[config.mk]
export PLATFORM = sky130hd
export DESIGN_NAME = rom_streamer
export DESIGN_NICKNAME = d
export VERILOG_FILES = /design/src/rtl/rom_streamer.sv
export SDC_FILE = /design/constraint.sdc
export NUM_CORES = 1
export LEC_CHECK = 0
export ABC_CLOCK_PERIOD_IN_PS = 3800
export CORE_MARGIN = 10
export CORE_UTILIZATION = 54
export DETAILED_ROUTE_END_ITERATION = 7
export PLACE_DENSITY = 0.84
export SLEW_MARGIN = 20
export SYNTH_ARGS = -nofsm -noshare
export SYNTH_HDL_FRONTEND = slang
export SYNTH_SLANG_ARGS = --single-unit
[constraint.sdc]
create_clock -name i_clk -period 3.8 [get_ports i_clk]
set_clock_uncertainty 0.2 [all_clocks]
set_input_delay 0.38 -clock i_clk [delete_from_list [all_inputs] [get_ports i_clk]]
set_output_delay 0.38 -clock i_clk [all_outputs]
set_load 0.05 [all_outputs]
[src/rtl/rom_streamer.sv]
// rom_streamer: walks a contiguous ROM address window and streams the words out valid/ready.
// Latency: start edge -> first o_valid three cycles later; 1 word/cycle sustained with i_ready high.
// Backpressure: a 2-entry skid FIFO plus a read-credit rule; reads stall so nothing is ever dropped.
//
// Ports:
//   i_clk, i_rstn              clock (rising edge), asynchronous active-low reset
//   i_start, i_base, i_len     command; sampled only while IDLE
//   o_busy, o_done             busy in RUN/DRAIN; one-cycle done pulse at end of command
//   o_rom_addr, i_rom_data     ROM side (registered read, one-cycle latency)
//   o_data, o_valid, i_ready   downstream stream; o_last tags the final word
//   o_err                      range-error pulse, only when ROM_STREAM_ERR_EN is defined
//
// Build option: define ROM_STREAM_ERR_EN to reject commands whose window runs past ADDR_MAX.
// Without it, addresses wrap modulo 2^ADDR_WIDTH.

// Small synchronous FIFO with occupancy output, used as the stream skid buffer.
// Latency: a push is visible at the head on the following cycle.
// Backpressure: none internally; the caller guarantees no push when full.
module rom_streamer_fifo #(
    parameter int WIDTH = 33,
    parameter int DEPTH = 2,
    localparam int PTR_W = (DEPTH > 1) ? $clog2(DEPTH) : 1,
    localparam int CNT_W = $clog2(DEPTH + 1)
) (
    input  logic             i_clk,
    input  logic             i_rstn,
    input  logic             i_push,
    input  logic [WIDTH-1:0] i_push_dat,
    input  logic             i_pop,
    output logic [WIDTH-1:0] o_head_dat,
    output logic [CNT_W-1:0] o_count
);

    logic [WIDTH-1:0] mem_q [DEPTH];
    logic [PTR_W-1:0] wr_ptr_q, wr_ptr_d;
    logic [PTR_W-1:0] rd_ptr_q, rd_ptr_d;
    logic [CNT_W-1:0] count_q, count_d;

    // Pointers step with explicit wrap so DEPTH need not be a power of two.
    always_comb begin
        wr_ptr_d = wr_ptr_q;
        rd_ptr_d = rd_ptr_q;
        count_d  = count_q;
        if (i_push) begin
            wr_ptr_d = (wr_ptr_q == PTR_W'(DEPTH - 1)) ? '0 : wr_ptr_q + PTR_W'(1);
        end
        if (i_pop) begin
            rd_ptr_d = (rd_ptr_q == PTR_W'(DEPTH - 1)) ? '0 : rd_ptr_q + PTR_W'(1);
        end
        case ({i_push, i_pop})
            2'b10:   count_d = count_q + CNT_W'(1);
            2'b01:   count_d = count_q - CNT_W'(1);
            default: count_d = count_q;
        endcase
    end

    always_ff @(posedge i_clk or negedge i_rstn) begin
        if (!i_rstn) begin
            wr_ptr_q <= '0;
            rd_ptr_q <= '0;
            count_q  <= '0;
            for (int i = 0; i < DEPTH; i++) begin
                mem_q[i] <= '0;
            end
        end else begin
            wr_ptr_q <= wr_ptr_d;
            rd_ptr_q <= rd_ptr_d;
            count_q  <= count_d;
            if (i_push) begin
                mem_q[wr_ptr_q] <= i_push_dat;
            end
        end
    end

    assign o_head_dat = mem_q[rd_ptr_q];
    assign o_count    = count_q;

endmodule

module rom_streamer #(
    parameter int ADDR_WIDTH = 10,
    parameter int DATA_WIDTH = 32,
    parameter int ADDR_MAX   = 1024,
    parameter int LEN_WIDTH  = ADDR_WIDTH + 1
) (
    input  logic                  i_clk,
    input  logic                  i_rstn,
    input  logic                  i_start,
    input  logic [ADDR_WIDTH-1:0] i_base,
    input  logic [LEN_WIDTH-1:0]  i_len,
    output logic                  o_busy,
    output logic                  o_done,
    output logic [ADDR_WIDTH-1:0] o_rom_addr,
    input  logic [DATA_WIDTH-1:0] i_rom_data,
    output logic [DATA_WIDTH-1:0] o_data,
    output logic                  o_valid,
    input  logic                  i_ready,
    output logic                  o_last
`ifdef ROM_STREAM_ERR_EN
    ,
    output logic                  o_err
`endif
);

    localparam int FIFO_DEPTH = 2;
    localparam int CNT_W      = $clog2(FIFO_DEPTH + 1);

    // ADDR_MAX describes the attached ROM; it can never exceed what the address bus reaches.
    if (ADDR_MAX > (1 << ADDR_WIDTH)) begin : g_addr_max_chk
        $error("rom_streamer: ADDR_MAX larger than the ROM address space");
    end

    typedef enum logic [1:0] {
        ST_IDLE  = 2'd0,
        ST_RUN   = 2'd1,
        ST_DRAIN = 2'd2
    } state_t;

    state_t state_q, state_d;

    logic [ADDR_WIDTH-1:0] addr_q;
    logic [LEN_WIDTH-1:0]  rem_q;
    logic                  inflight_q;
    logic                  inflight_last_q;
    logic                  done_q;

    logic                  issue;
    logic                  pop;
    logic                  last_issue;
    logic                  range_err;
    logic                  cmd_seen;
    logic                  cmd_accept;
    logic                  cmd_null;
    logic                  last_pop;

    logic [CNT_W-1:0]      fifo_cnt;
    logic [DATA_WIDTH:0]   fifo_head;
    logic                  head_last;
    logic [CNT_W:0]        occupancy;
    logic                  credit_ok;

    // ------------------------------------------------------------------
    // Command decode
    // ------------------------------------------------------------------
`ifdef ROM_STREAM_ERR_EN
    // Window end computed one bit wider than the length so base+len cannot overflow.
    logic [LEN_WIDTH:0] end_addr;
    logic               err_q;

    assign end_addr  = (LEN_WIDTH + 1)'(i_base) + (LEN_WIDTH + 1)'(i_len);
    assign range_err = end_addr > (LEN_WIDTH + 1)'(ADDR_MAX);

    always_ff @(posedge i_clk or negedge i_rstn) begin
        if (!i_rstn) begin
            err_q <= 1'b0;
        end else begin
            err_q <= cmd_seen & range_err;
        end
    end

    assign o_err = err_q;
`else
    assign range_err = 1'b0;
`endif

    assign cmd_seen   = (state_q == ST_IDLE) & i_start;
    assign cmd_accept = cmd_seen & (i_len != '0) & ~range_err;
    // Zero-length or rejected commands complete at once without touching the ROM.
    assign cmd_null   = cmd_seen & ((i_len == '0) | range_err);

    // ------------------------------------------------------------------
    // Read credit: a word is either buffered or in flight; together they
    // may not exceed the FIFO depth once this cycle's pop is counted.
    // ------------------------------------------------------------------
    assign pop        = o_valid & i_ready;
    assign occupancy  = {1'b0, fifo_cnt} + (CNT_W + 1)'(inflight_q);
    assign credit_ok  = occupancy < ((CNT_W + 1)'(FIFO_DEPTH) + (CNT_W + 1)'(pop));
    assign last_issue = (rem_q == LEN_WIDTH'(1));
    assign last_pop   = pop & head_last;

    // ------------------------------------------------------------------
    // FSM: state register
    // ------------------------------------------------------------------
    always_ff @(posedge i_clk or negedge i_rstn) begin
        if (!i_rstn) begin
            state_q <= ST_IDLE;
        end else begin
            state_q <= state_d;
        end
    end

    // FSM: next state
    always_comb begin
        state_d = state_q;
        case (state_q)
            ST_IDLE: begin
                if (cmd_accept) begin
                    state_d = ST_RUN;
                end
            end
            ST_RUN: begin
                if (issue && last_issue) begin
                    state_d = ST_DRAIN;
                end
            end
            ST_DRAIN: begin
                // The last-tagged word can only reach the head after the final issue.
                if (last_pop) begin
                    state_d = ST_IDLE;
                end
            end
            default: state_d = ST_IDLE;
        endcase
    end

    // FSM: outputs
    always_comb begin
        o_busy = 1'b0;
        issue  = 1'b0;
        case (state_q)
            ST_RUN: begin
                o_busy = 1'b1;
                issue  = credit_ok;
            end
            ST_DRAIN: begin
                o_busy = 1'b1;
            end
            default: begin
                o_busy = 1'b0;
                issue  = 1'b0;
            end
        endcase
    end

    // ------------------------------------------------------------------
    // Address walker and read tracking. The ROM address is addr_q itself,
    // so it only moves on an issue (or when a new command loads it).
    // ------------------------------------------------------------------
    always_ff @(posedge i_clk or negedge i_rstn) begin
        if (!i_rstn) begin
            addr_q          <= '0;
            rem_q           <= '0;
            inflight_q      <= 1'b0;
            inflight_last_q <= 1'b0;
            done_q          <= 1'b0;
        end else begin
            if (cmd_accept) begin
                addr_q <= i_base;
                rem_q  <= i_len;
            end else if (issue) begin
                addr_q <= addr_q + ADDR_WIDTH'(1);
                rem_q  <= rem_q - LEN_WIDTH'(1);
            end
            inflight_q      <= issue;
            inflight_last_q <= issue & last_issue;
            done_q          <= cmd_null | ((state_q == ST_DRAIN) & last_pop);
        end
    end

    assign o_rom_addr = addr_q;
    assign o_done     = done_q;

    // ------------------------------------------------------------------
    // Skid FIFO: ROM data is captured only in the cycle after an issue.
    // ------------------------------------------------------------------
    rom_streamer_fifo #(
        .WIDTH (DATA_WIDTH + 1),
        .DEPTH (FIFO_DEPTH)
    ) u_fifo (
        .i_clk      (i_clk),
        .i_rstn     (i_rstn),
        .i_push     (inflight_q),
        .i_push_dat ({inflight_last_q, i_rom_data}),
        .i_pop      (pop),
        .o_head_dat (fifo_head),
        .o_count    (fifo_cnt)
    );

    assign head_last = fifo_head[DATA_WIDTH];
    assign o_data    = fifo_head[DATA_WIDTH-1:0];
    assign o_valid   = (fifo_cnt != '0);
    assign o_last    = o_valid & head_last;

endmodule

* Yosys cells after proc, flatten, opt, wreduce, memory -nomap -nowiden
Index checks and enable logic that the tools add are counted.
Word-level totals: input port bits 57, output and inout port bits 46, flip-flop bits (word level) 96
Operators by class: add/sub/neg operators 8, reduce and logical (&&, ||, !) cells 10, bitwise gates (word level) 11, equal/unequal tests 8, magnitude comparators 4, muxes and demuxes 19
Operators by type and width (count):
- $mux 33 | 4
- $bwmux 66 | 1
- $demux 33 s1 | 1
- $mux 11 | 2
- $mux 10 | 2
- $eq 11x1->1 const B | 1
- $logic_not 11->1 | 1
- $reduce_bool 11->1 | 1
- $sub 11x1->11 const B | 1
- $add 10x1->10 const B | 1
- $and 1x1->1 | 8
- $mux 2 | 3
- $ne 2x2->1 const B | 3
- $pmux 2 s3 | 1
- $reduce_bool 2->1 | 3
- $eq 2x1->1 const B | 2
- $eq 2x2->1 const B | 2
- $ge 2x2->1 const B | 2
- $mux 1 | 4
- $not 1->2 | 2
- $pmux 2 s2 | 1
- $add 2x1->3 | 1
- $add 2x1->3 const A | 1
- $lt 3x3->1 | 1
- other kinds (9) | 11

* Logic depth before layout (Yosys ltp)
word-level depth 8, mapped depth 10, gate-level depth less buffers 9

* Cells and area by module
Synthesis repeated with hierarchy kept, for this count alone.
Unflattened totals: cells, all modules 361, area total of the unflattened synthesis 4685.7 sq um
Modules (own cells, without submodules):
- rom_streamer_fifo | instances 1, cells each 189, area an instance 3159.3 sq um, sequential area each 1751.7 sq um
- rom_streamer | instances 1, cells each 172, area an instance 1526.5 sq um, sequential area each 650.6 sq um

* Worst setup path after synthesis
OpenSTA, ideal clock, no wires.
path type register to register, start register u_fifo.count_q[0], in the netlist u_fifo.o_count[0], end register rem_q[9], path buffers 0, arrival time 1.909 ns, clock period less this slack 2.236 ns, stages on the path, launching flop included 8, setup slack 1.564 ns, path through dfrtp_1 > ha_1 > ha_1 > nor3b_1 > a21oi_4 > nor4_2 > xor2_1 > mux2_1
Between the ends: word-level cells in the longest chain between the ends 6, elaborated cells between the ends (all ways) 7, those cells by class 2 x add/sub; 1 x order compare; 1 x mux; 1 x bitwise; 2 x reduce/logical
Ends and longest elaborated chain:
- start, declared | line 37 | logic [CNT_W-1:0] count_q, count_d;
- start signal, assigned | line 68 | count_q <= count_d;
- $reduce_bool 2->1 | line 281 | assign o_valid = (fifo_cnt != '0);
- $and 1x1->1 | line 175 | assign pop = o_valid & i_ready;
- $add 2x1->3 | line 177 | assign credit_ok = occupancy < ((CNT_W + 1)'(FIFO_DEPTH) + (CNT_W + 1)'(pop));
- $lt 3x3->1 (*) | line 177
- $mux 1 (*) | line 220 | case (state_q)
- $reduce_bool 2->1 (no source line) (*)
- end signal, assigned | line 249 | rem_q <= i_len;
- end signal, assigned | line 252 | rem_q <= rem_q - LEN_WIDTH'(1);
- end, declared | line 122 | logic [LEN_WIDTH-1:0] rem_q;
Every way passes the cells marked *; elsewhere a longest branch is shown, timed or not. A chain may end at the register's enable or synchronous reset.

* Worst setup path in the final report
start register u_fifo.rd_ptr_q, end output o_data[21]
Between the ends: word-level cells in the longest chain between the ends 4
Ends and longest elaborated chain:
- start, declared | line 36 | logic [PTR_W-1:0] rd_ptr_q, rd_ptr_d;
- start signal, assigned | line 67 | rd_ptr_q <= rd_ptr_d;
- $not 1->2 (not written as such) | line 75 | assign o_head_dat = mem_q[rd_ptr_q];
- $mux 33 (not written as such) (3 in a row) | line 75
- end, declared | line 95 | output logic [DATA_WIDTH-1:0] o_data,
No other way between the ends. The select of a mux whose other input is x is not followed.

==> summary.txt <==
Outcome: completed
Placed insts: 547
Final Hold Viols: 0
Setup TNS after final layout: 0 ns
WL/cell: 17.3 um
Post-synthesis adder-cell area fraction: 0.0250
Largest net degree at the start of global routing: 69
Post-synth top cells: mux2_2, dfrtp_1, nand2_1, xor2_1, o21ai_0
CTS H-tree lvls: 3
Final instance area: 0.00590 mm^2
FF-to-FF End: state_q[0]
CP endpoint kind: primary output
Clock-pin slew of the registers on the worst-case setup and hold paths: 0.08 ns
Sequential share of power: 0.306
Gr usage total: 0.158
Crit-path slowest cell: clkdlybuf4s50_1
Most used flip-flop cell after synthesis: dfrtp_1
Static leakage: 2.44 nW
Worst R2R Start: inflight_q
Vias/cell: 5.32
Rows: 33
Synth top area cells: dfrtp_1, mux2_2, xor2_1, ha_1, nand2_1
Area delta synth->final: 31.1%
Total grt overflow: 0
Largest fanout on the critical path: 24
Vias in the first global route: 3,362
CTS hold repair buffers: 1
Nets: 520
Syn nets: 416
Resized cells post-CTS: 0
Die ar.: 0.0124 mm^2
Number of flops mapped to enable cells by yosys: 0
Num ports: 103
Worst slack, placed: 1.19 ns
Post-synthesis mux area share: 0.255
Tightest Hold Check Type: reg2reg
CP required: 3.22 ns
Initial antenna violation count: 0
DRT iter0 DRCs: 80
Post-Syn Area per Cell: 12.9 um^2
Setup crit start: u_fifo.rd_ptr_q
RSZ-0062 raised after global routing: false
WHS Endpoint: u_fifo.mem_q[4]
Ratio of total power to cell area: 1040 mW/mm^2
Number of synthesized register bits: 96
Area after DPL: 0.00565 mm^2
Detail Route Antenna Nets: 0
Ys async rst share: 1.00
Postcts setup bufs: 0
Starting Density: 0.551
CTS max path bufs: 2
CTS Buf Count: 9
Count leader, synth: mux2_2
Inserted Diodes: 0
Worst r2r path cells: 8
Slew of the pin with the lowest slew margin: 0.985 ns
Max cap viols: 0
Max-slew violation count: 0
# DRC: 0
Die Y: 111 um
CTS tree: done
Ys Warns: 0
Post-detail-place hpwl: 7230 um
Fin cells: 564
Routability cong.: 0.830
Synth Area in Simple Gates: 0.0797
Post-synthesis sequential area ratio: 0.533
Power Internal: 3.42 mW
Worst path cell trace: buf_12, mux2_2, clkdlybuf4s50_1
Min setup slack post-route: 0.861 ns
Critical Path AT: 2.36 ns
# setup viols final: 0
Net Sw Frac: 0.442
Maximum vdd drop: 0.533 mV
Synth area leader: dfrtp_1
CP max stage delay: 0.71 ns
Final worst-path cycle share: 0.773
Pwr Total: 6.14 mW
CTS Sinks: 96
Worst Setup Path Type: reg2out
Max Freq: 340 MHz
Combinational power share: 0.564
I/O Buffers: 102
Final min period: 2.94 ns
Switching power: 2.71 mW
Post-Route WL: 9770 um
Combinational family with the most area after synthesis: multiplexers
Share of cells above drive strength 1: 0.296
Die X: 111 um
Startpoint types: register
DRT Pass-1 Iters: 6
Syn Std Cell Area: 0.00450 mm^2
Via count: 2,999
Relative slew slack: 0.341
Top-area cell type share of the netlist area: 0.533
Hold depth: 1
Worst skew pair latency: 0.36 ns
FF-to-FF setup slack: 1.25 ns
Post-synthesis cell type count: 36
Complex-gate fraction of the synthesized area: 0.0375
First-pass GRT wire length: 16,400 um
Clock power frac: 0.130
CTS root buffer: clkbuf_8
Core ar.: 0.00818 mm^2
Cells after synthesis: 350
XOR/XNOR Fraction of Synth Area: 0.0467
Min-Delay Startpoint: u_fifo.mem_q[4]
## how the worst max path moves through the flow
stage / end / slack, ns / depth (start not counted)
global route: o_data[17] / 0.77 / 3
detailed placement: rem_q[9] / 1.19 / 5
global placement: rem_q[9] / 1.24 / 5
floorplan: rem_q[9] / 1.56 / 7
CTS: o_data[18] / 0.84 / 3
finish: o_data[21] / 0.86 / 3
## routing by layer
layer,vias up,track usage,routed length [um]
met1,1493,0.187,4240
li1,1436,-,-
met3,11,0.0498,451
met2,59,0.272,4980
met4,0,0.0403,95
met5,-,0,0
## area by class of cell
class	instances	area, um^2
flip-flops and latches	96	2400
inverters	10	40.0
well taps	105	131
clock inverters	7	118
multi-input cells	229	2010
clock buffers	9	124
fillers	586	2270
repair buffers	108	1080
## per-stage QoR
stage | hold WS, ns | util
after detailed placement | 0.288 | 0.691
after floorplan | -0.116 | -
final | 0.309 | 0.722
after CTS | 0.311 | 0.722
after global routing | 0.326 | 0.722
after global placement | 0.282 | 0.691
## critical path: cells and delay by family (launching register included)
family	cells	cell delay, ns
flops	1	0.68
buf+inv	2	0.96
mux	1	0.36
## cells by family (layout without fill, tap and decap cells)
| logic type | Yosys count | count (layout) |
|---|---|---|
| multiplexers | 102 | 102 |
| flip-flops | 96 | 96 |
| AND/OR/NAND/NOR | 65 | 65 |
| AO/OA/AOI/OAI | 29 | 29 |
| buffers and inverters | 25 | 134 |
| XOR/XNOR | 24 | 24 |
| adder cells (fa/ha/maj) | 9 | 9 |
## sequential cells by signal, indices dropped and copies added, names as in the netlist
signal	cells
rem_q	11
inflight_q	1
u_fifo.o_count	2
o_done	1
state_q	2
o_rom_addr	10
u_fifo.mem_q	66
inflight_last_q	1
u_fifo.rd_ptr_q	1
u_fifo.wr_ptr_q	1
## cell usage in the layout (no fill, tap or decap), types with 5 or more instances in the layout
cell	instances
clkdlybuf4s50_1	101
mux2_2	99
dfrtp_1	96
nand2_1	25
xor2_1	16
o21ai_0	13
nand3_1	9
o21ai_1	9
ha_1	9
clkbuf_8	9
nor2_1	8
xnor2_1	8
inv_1	7
buf_4	5
## power groups by stage
stage / sequential, mW / clock [mW] / combinational [mW]
finish: 1.88 / 0.798 / 3.46
global placement: 1.87 / 0 / 3.41
global route: 1.94 / 0.854 / 3.68
detailed placement: 1.89 / 0 / 3.50
floorplan: 1.95 / 0 / 2.38
CTS: 1.88 / 0.807 / 3.51
Note: power is estimated with default switching activity, not from simulation.
